<file path="config.mk">
export PLATFORM = sky130hd
export DESIGN_NAME = module_suma_ctrl_flat
export DESIGN_NICKNAME = d
export VERILOG_FILES = /design/src/rtl/module_suma_ctrl_if.sv /design/src/rtl/module_suma_ctrl.sv /design/src/flat_wrapper.sv
export SDC_FILE = /design/constraint.sdc
export NUM_CORES = 1
export LEC_CHECK = 0
export ABC_AREA = 1
export BUFFER_PORTS_ARGS = -buffer_cell sky130_fd_sc_hd__buf_2
export CAP_MARGIN = 20
export CORE_MARGIN = 2
export CORE_UTILIZATION = 54
export DETAILED_ROUTE_END_ITERATION = 7
export PLACE_DENSITY_LB_ADDON = 0.08
export SYNTH_ARGS = -nofsm -noshare
export SYNTH_HDL_FRONTEND = slang
export SYNTH_SLANG_ARGS = --single-unit
</file>
<file path="constraint.sdc">
create_clock -name clk -period 1.6 [get_ports clk]
set_clock_uncertainty 0.1 [all_clocks]
set_input_delay 0.08 -clock clk [delete_from_list [all_inputs] [get_ports clk]]
set_output_delay 0.08 -clock clk [all_outputs]
set_load 0.02 [all_outputs]
</file>
<file path="src/rtl/module_suma_ctrl_if.sv">
// Operand/sum valid-ready bundle for module_suma_ctrl.
// The slave modport faces the sequencer; the master modport faces the source/consumer side.
interface module_suma_ctrl_if #(
    parameter int W = 3
);
    logic [W-1:0] op_i;
    logic         op_valid_i;
    logic         op_ready_o;
    logic [W+1:0] suma_o;
    logic         suma_valid_o;
    logic         suma_ready_i;

    modport slave (
        input  op_i,
        input  op_valid_i,
        output op_ready_o,
        output suma_o,
        output suma_valid_o,
        input  suma_ready_i
    );

    modport master (
        output op_i,
        output op_valid_i,
        input  op_ready_o,
        input  suma_o,
        input  suma_valid_o,
        output suma_ready_i
    );
endinterface

</file>
<file path="src/rtl/module_suma_ctrl.sv">
// Three-operand (a+b+c) sequencer: takes operands one per handshake, accumulates them, offers the sum.
// Optional SUMA_SAT_EN clamps the sum to 2^W-1 and reports the clamp on sat_o.
module module_suma_ctrl #(
    parameter int W     = 3,
    parameter int CNT_W = 8
) (
    input  logic              clk,
    input  logic              rst_n,
    input  logic              clr_i,
    module_suma_ctrl_if.slave sif,
    output logic              busy_o,
    output logic [CNT_W-1:0]  cnt_o
`ifdef SUMA_SAT_EN
    ,
    output logic              sat_o
`endif
);
    localparam int SW = W + 2;

    localparam logic [1:0] S_A   = 2'd0;
    localparam logic [1:0] S_B   = 2'd1;
    localparam logic [1:0] S_C   = 2'd2;
    localparam logic [1:0] S_OUT = 2'd3;

    logic [1:0]       state;
    logic [SW-1:0]    acc;
    logic [SW-1:0]    suma_q;
    logic             suma_valid_q;
    logic [CNT_W-1:0] cnt_q;
    logic [SW-1:0]    op_ext;
    logic [SW-1:0]    sum_c;
    logic             op_acc;
    logic             suma_acc;

`ifdef SUMA_SAT_EN
    logic sat_q;

    function automatic logic [SW-1:0] sat_clamp(input logic [SW-1:0] s);
        logic [SW-1:0] lim;
        lim = {2'b00, {W{1'b1}}};
        return (s > lim) ? lim : s;
    endfunction

    function automatic logic sat_flag(input logic [SW-1:0] s);
        return s > {2'b00, {W{1'b1}}};
    endfunction
`endif

    assign op_ext   = {2'b00, sif.op_i};
    assign sum_c    = acc + op_ext;
    assign op_acc   = sif.op_valid_i & sif.op_ready_o;
    assign suma_acc = suma_valid_q & sif.suma_ready_i;

    // Ready and busy are pure decodes of the registered state.
    assign sif.op_ready_o   = (state != S_OUT);
    assign sif.suma_o       = suma_q;
    assign sif.suma_valid_o = suma_valid_q;
    assign busy_o           = (state != S_A);
    assign cnt_o            = cnt_q;

    always_ff @(posedge clk or negedge rst_n) begin
        if (!rst_n) begin
            state        <= S_A;
            acc          <= '0;
            suma_q       <= '0;
            suma_valid_q <= 1'b0;
            cnt_q        <= '0;
`ifdef SUMA_SAT_EN
            sat_q        <= 1'b0;
`endif
        end else if (clr_i) begin
            // Abort wins over any handshake this cycle; the delivered-sum count survives.
            state        <= S_A;
            acc          <= '0;
            suma_valid_q <= 1'b0;
`ifdef SUMA_SAT_EN
            sat_q        <= 1'b0;
`endif
        end else begin
            case (state)
                S_A: begin
                    if (op_acc) begin
                        acc   <= op_ext;
                        state <= S_B;
                    end
                end
                S_B: begin
                    if (op_acc) begin
                        acc   <= sum_c;
                        state <= S_C;
                    end
                end
                S_C: begin
                    if (op_acc) begin
`ifdef SUMA_SAT_EN
                        suma_q <= sat_clamp(sum_c);
                        sat_q  <= sat_flag(sum_c);
`else
                        suma_q <= sum_c;
`endif
                        suma_valid_q <= 1'b1;
                        state        <= S_OUT;
                    end
                end
                default: begin
                    // No bypass to accepting a new operand in the same cycle as the sum leaves.
                    if (suma_acc) begin
                        suma_valid_q <= 1'b0;
                        cnt_q        <= cnt_q + 1'b1;
                        state        <= S_A;
                    end
                end
            endcase
        end
    end

`ifdef SUMA_SAT_EN
    assign sat_o = sat_q;
`endif
endmodule
</file>
<file path="src/flat_wrapper.sv">
// flat-port wrapper written by rule: the top's interface ports become plain ports
module module_suma_ctrl_flat 
#(
    parameter int W     = 3,
    parameter int CNT_W = 8
)
  (clk, rst_n, clr_i, busy_o, cnt_o, sif_op_i, sif_op_valid_i, sif_op_ready_o, sif_suma_o, sif_suma_valid_o, sif_suma_ready_i);
  module_suma_ctrl_if #(.W(W)) sif_i ();
  input  logic clk;
  input  logic rst_n;
  input  logic clr_i;
  output logic busy_o;
  output logic [CNT_W-1:0] cnt_o;
  input wire logic [$bits(sif_i.op_i)-1:0] sif_op_i;
  input wire logic [$bits(sif_i.op_valid_i)-1:0] sif_op_valid_i;
  output wire logic [$bits(sif_i.op_ready_o)-1:0] sif_op_ready_o;
  output wire logic [$bits(sif_i.suma_o)-1:0] sif_suma_o;
  output wire logic [$bits(sif_i.suma_valid_o)-1:0] sif_suma_valid_o;
  input wire logic [$bits(sif_i.suma_ready_i)-1:0] sif_suma_ready_i;
  assign sif_i.op_i = sif_op_i;
  assign sif_i.op_valid_i = sif_op_valid_i;
  assign sif_op_ready_o = sif_i.op_ready_o;
  assign sif_suma_o = sif_i.suma_o;
  assign sif_suma_valid_o = sif_i.suma_valid_o;
  assign sif_i.suma_ready_i = sif_suma_ready_i;
  module_suma_ctrl #(.W(W), .CNT_W(CNT_W)) u_core (.clk(clk), .rst_n(rst_n), .clr_i(clr_i), .sif(sif_i), .busy_o(busy_o), .cnt_o(cnt_o));
endmodule
</file>
* Word level (Yosys, flattened, before mapping)
Index checks and enable logic that the tools add are counted.
** Word-level totals
- Register bits after elaboration :: 21
- Logic and storage cells :: 44
** Operators by class
- Add/subtract/negate cells :: 2
- Equality and inequality tests :: 7
- Mux-type cells :: 14
- Bitwise operators :: 4
- Reductions and logical operators :: 12
** Operator list (number)
- $mux W5 :: 3
- $reduce_and A3 Y1 :: 4
- $mux W2 :: 5
- $pmux W5 S2 :: 1
- $ne A3 B2 Y1 const B :: 3
- $add A8 B1 Y8 const B :: 1
- $pmux W2 S3 :: 1
- $reduce_bool A3 Y1 :: 2
- $add A5 B3 Y5 :: 1
- $reduce_bool A5 Y1 :: 1
- $reduce_and A4 Y1 :: 1
- $mux W1 :: 3
- $reduce_or A3 Y1 :: 1
- $and A1 B1 Y1 :: 2
- $eq A2 B1 Y1 const B :: 1
- $eq A2 B2 Y1 const B :: 1
- $logic_not A2 Y1 :: 1
- $ne A2 B1 Y1 const B :: 1
- $ne A2 B2 Y1 const B :: 1
- $not A1 Y1 :: 2
- $pmux W1 S2 :: 1
- $reduce_bool A2 Y1 :: 1
- $reduce_or A2 Y1 :: 1

* Longest topological paths before layout
- Depth after elaboration :: 5
- Gate-level depth with buffers :: 9

* Worst setup path before layout
No wires, ideal clock.
- Path type :: reg-to-reg
- Start :: register u_core.state[0]
- End :: register u_core.suma_q[0], in the netlist u_core.sif.suma_o[0]
- Setup time :: 0.121 ns
- Arrival time :: 1.297 ns
- Data required time :: 1.379 ns
- Slack :: 0.083 ns
- Cell stages (with the launch flop) :: 8
- Buffers on the path :: 0
- Clock period less this slack :: 1.517 ns
- Cell sequence :: dfrtp_1 -> ha_1 -> inv_1 -> nand2_4 -> nor2_2 -> inv_2 -> nand2_1 -> o21ai_1
** On the way
- Word-level cells in the longest chain between the ends :: 3
** Ends and longest elaborated chain
- start: declaration :: RTL line module_suma_ctrl.sv:25 : logic [1:0] state;
- start signal: assignment :: RTL line module_suma_ctrl.sv:63 : state <= S_A;
- start signal: assignment :: RTL line module_suma_ctrl.sv:73 : state <= S_A;
- start signal: assignment :: RTL line module_suma_ctrl.sv:84 : state <= S_B;
- $ne A2 B2 Y1 :: RTL line module_suma_ctrl.sv:55 : assign sif.op_ready_o = (state != S_OUT);
- named net sif_op_ready_o :: RTL line flat_wrapper.sv:16 : output wire logic [$bits(sif_i.op_ready_o)-1:0] sif_op_ready_o;
- $and A1 B1 Y1 :: RTL line module_suma_ctrl.sv:51 : assign op_acc = sif.op_valid_i & sif.op_ready_o;
- $reduce_and A3 Y1 (no source line)
- end signal: assignment :: RTL line module_suma_ctrl.sv:99 : suma_q <= sum_c;
- end: declaration :: RTL line module_suma_ctrl.sv:27 : logic [SW-1:0] suma_q;
The timed path passes the listed nets, and every way through them passes these cells.
A chain may end at the register's enable or synchronous reset.

* Worst setup path in the final report
- Start :: register u_core.acc[0]
- End :: register u_core.acc[1]
** On the way
- Word-level cells in the longest chain between the ends :: 4
** Ends and longest elaborated chain
- start: declaration :: RTL line module_suma_ctrl.sv:26 : logic [SW-1:0] acc;
- start signal: assignment :: RTL line module_suma_ctrl.sv:83 : acc <= op_ext;
- start signal: assignment :: RTL line module_suma_ctrl.sv:89 : acc <= sum_c;
- $add A5 B3 Y5 :: RTL line module_suma_ctrl.sv:50 : assign sum_c = acc + op_ext;
- named net u_core.sum_c[1] :: RTL line module_suma_ctrl.sv:31 : logic [SW-1:0] sum_c;
- $mux W5 :: RTL line module_suma_ctrl.sv:88 : if (op_acc) begin
- $pmux W5 S2 :: RTL line module_suma_ctrl.sv:80 : case (state)
- $mux W5 :: RTL line module_suma_ctrl.sv:71 : end else if (clr_i) begin
The timed path passes the listed nets, and every way through them passes these cells. The select of a mux whose other input is x is not followed.

==> flow_summary.yaml <==
outcome:
  status: "finished clean"
drt:
  final_antenna_net_count: 0
  wl_per_cell_um: 11.1
  avgViaCountPerCell: 4.91
  drtPass1Iterations: 4
  drc: 0
  routed-via-count: 1094
  drt-initial-drc-count: 9
  routed_wl_um: 2470
critical_path:
  crit_buf_inv: 1
  r2r_start: "u_core.acc[0]$_DFFE_PN0P_"
  critPathRequiredTime_ns: 1.74
  r2r_setup_slack_ns: 0.02
  startpoint_type: "register"
  reg2reg_depth: 6
  crit_fanout: 2
  crit_slowest_cell: "fa_1"
  path_delay_family: "adder cells"
  worstSetupEndpointType: "register"
  critical-path-max-stage-delay_ns: 0.50
  worstReg2RegEnd: "u_core.acc[1]$_DFFE_PN0P_"
  arrival_ns: 1.72
  critPathKind: "register to register"
  path_cells: "ha_2 > fa_1 > inv_2 > nand2_1 > o211ai_1 > o21ai_2"
sta:
  clock.fmax_mhz: 631
  relSlewSlack_pct: 69.5
  period_needed_ns: 1.58
  hold_ws_ns: 0.0142
  rsz0062_at_grt: "true"
  setup_ws_ns: 0.0154
  tns_ns: 0
  fin_crit_sh_pct: 99.0
  drv_slew: 0
  hold_violations: 0
  tightest_slew_ns: 0.458
  setup_viol: 0
power_and_ir_drop:
  ir_drop_uv: 806
  cellPowerDensity_nw_per_um2: 1220
  power.leakage_nw: 0.880
  power_mw: 1.85
final_layout:
  area_growth_pct: 15.1
  layout.cells.non_filler: 223
  final_common_cell: "nand2_1"
  num_antenna_cells: 0
  nNetsFinal: 214
  fillers: 215
  final_cell_mix: "nand2_1 (56), buf_2 (23), dfrtp_1 (21), inv_1 (17), nor2_1 (14)"
  drive_above_1_share_pct: 22.6
clock_network:
  cts_buffer_depth: 2
  tritoncts: "done"
  clock_latency_ns: 0.30
  clkSlewWorstSetupHoldPaths_ns: 0.12
  root_buffer: "clkbuf_4"
  cts_htree_levels: 1
  numCtsBuffers: 3
  clock_sinks: 21
  cts_setup_buffers: 0
yosys:
  syn_avg_cell_area_um2: 7.86
  synth.distinct_cells: 24
  yosysSeqAreaShare_pct: 40.0
  async_reset_ff_share_pct: 100
  synth_area_um2: 1310
  synth_edf_count: 0
  synth_seq_cells: 21
  synth_ff_type: "dfrtp_1"
  syn_nets: 185
  synthCells: 167
  yosysWarnings: 0
global_route:
  grt_max_degree: 22
  grt_pass1_vias: 1019
  track_usage_pct: 20.6
  grt_overflow: 0
  grt_first_pass_wirelength_um: 4260
  antenna_found_initial: 0
die:
  start_util_pct: 58.2
  core_area_um2: 2250
  pin_count: 24
  num_rows: 17
  fp.dieW_um: 53.3
  die_h_um: 53.3
  die_area_um2: 2840
worst_hold_path:
  hp-start: "clr_i"
  hold_class: "input port to register"
  min_to: "u_core.state[1]$_DFFE_PN0P_"
  hold_depth: 4
placement:
  place.port_buffers: 23
  dp_slack_ns: 0.0117
  dp.cells: 218
  dp_hpwl_um: 1980
  gp_congestion: 0.853
flow_run:
  cap_violations: 0
flip-flops by register name (all words and copies together), names as in the netlist:
| signal | flops |
|---|---|
| u_core.cnt_o | 8 |
| u_core.sif.suma_valid_o | 1 |
| u_core.sif.suma_o | 5 |
| u_core.acc | 5 |
| u_core.state | 2 |
routing by layer:
metal | share of wire [%] | global-route usage, % | vias up | wire length, µm
li1 | - | - | 580 | -
met1 | 49 | 27.6 | 492 | 1210
met2 | 47 | 34.2 | 20 | 1170
met3 | 3.0 | 2.54 | 2 | 73
met4 | 0.69 | 6.84 | 0 | 17
met5 | 0 | 0 | - | 0
power breakdown:
group	internal, mW	total [mW]	switching, mW	leakage [nW]
Clock	0.0929	0.253	0.160	0.0177
Combinational	0.313	0.865	0.552	0.584
Sequential	0.643	0.731	0.0879	0.279
Total	1.05	1.85	0.799	0.880
layout make-up:
type	count	area [µm²]	share of cell area, %
Multi-Input combinational cell	125	712	47.1
Sequential cell	21	526	34.8
Timing Repair Buffer	25	133	8.78
Inverter	20	77.6	5.14
Tap cell	28	35.0	2.32
Clock buffer	3	22.5	1.49
Clock inverter	1	5.00	0.331
worst register-to-register path, cell delays in order, from the launching register on:
cell and delay (ns):
dfrtp_1 0.41, ha_2 0.19, fa_1 0.50, inv_2 0.05
nand2_1 0.06, o211ai_1 0.11, o21ai_2 0.12
what timing repair did:
action | in CTS | in global routing
pin swaps | 0 | 1
setup endpoints to repair | 1 | 9
hold buffers | 1 | 0
cloned | 0 | 0
endpoints found under the hold margin | 21 | 0
gates resized for setup | 1 | 2
cell usage after synthesis (2+ instances only):
| cell type | count | share of area [%] |
|---|---|---|
| nand2_1 | 56 | 16 |
| dfrtp_1 | 21 | 40 |
| inv_1 | 18 | 5.1 |
| nor2_1 | 14 | 4.0 |
| nand3_1 | 12 | 4.6 |
| ha_1 | 9 | 8.6 |
| o21ai_1 | 6 | 2.3 |
| nand2_2 | 4 | 1.9 |
| nand2_4 | 4 | 3.4 |
| nand3b_1 | 3 | 1.7 |
| xor2_1 | 3 | 2.0 |
| a21oi_1 | 2 | 0.76 |
| nand4_1 | 2 | 0.95 |
| o211ai_1 | 2 | 1.1 |
| o21ai_2 | 2 | 1.3 |
kinds of logic (layout without fill, tap and decap cells):
logic type	count (synthesis)	in the layout	synth area share [%]
AO/OA/AOI/OAI	13	13	5.91
XOR/XNOR	4	4	2.67
adder cells (fa/ha/maj)	10	10	10.1
buffers and inverters	21	49	6.29
flip-flops	21	21	40.0
AND/OR/NAND/NOR	98	98	35.0
metrics by stage:
stage | cell area (µm²) | util, %
6_report | 1510 | 67.0
4_1_cts | 1510 | 66.8
3_3_place_gp | 1470 | 65.0
5_1_grt | 1510 | 67.0
2_1_floorplan | 1310 | -
3_5_place_dp | 1470 | 65.0
how the worst max path moves through the flow:
stage | end | slack, ns | cells after the start | from
after floorplan | u_core.sif.suma_o[0]$_DFFE_PN0P_ | 0.08 | 7 | u_core.state[0]$_DFFE_PN0P_
after global placement | u_core.sif.suma_o[4]$_DFFE_PN0P_ | 0.08 | 6 | u_core.acc[0]$_DFFE_PN0P_
after detailed placement | u_core.acc[1]$_DFFE_PN0P_ | 0.01 | 6 | u_core.acc[0]$_DFFE_PN0P_
after CTS | u_core.acc[1]$_DFFE_PN0P_ | 0.01 | 6 | u_core.acc[0]$_DFFE_PN0P_
after global routing | u_core.acc[2]$_DFFE_PN0P_ | -0.03 | 5 | u_core.acc[0]$_DFFE_PN0P_
final | u_core.acc[1]$_DFFE_PN0P_ | 0.02 | 6 | u_core.acc[0]$_DFFE_PN0P_
No activity file was read; power rests on OpenSTA's default activity.
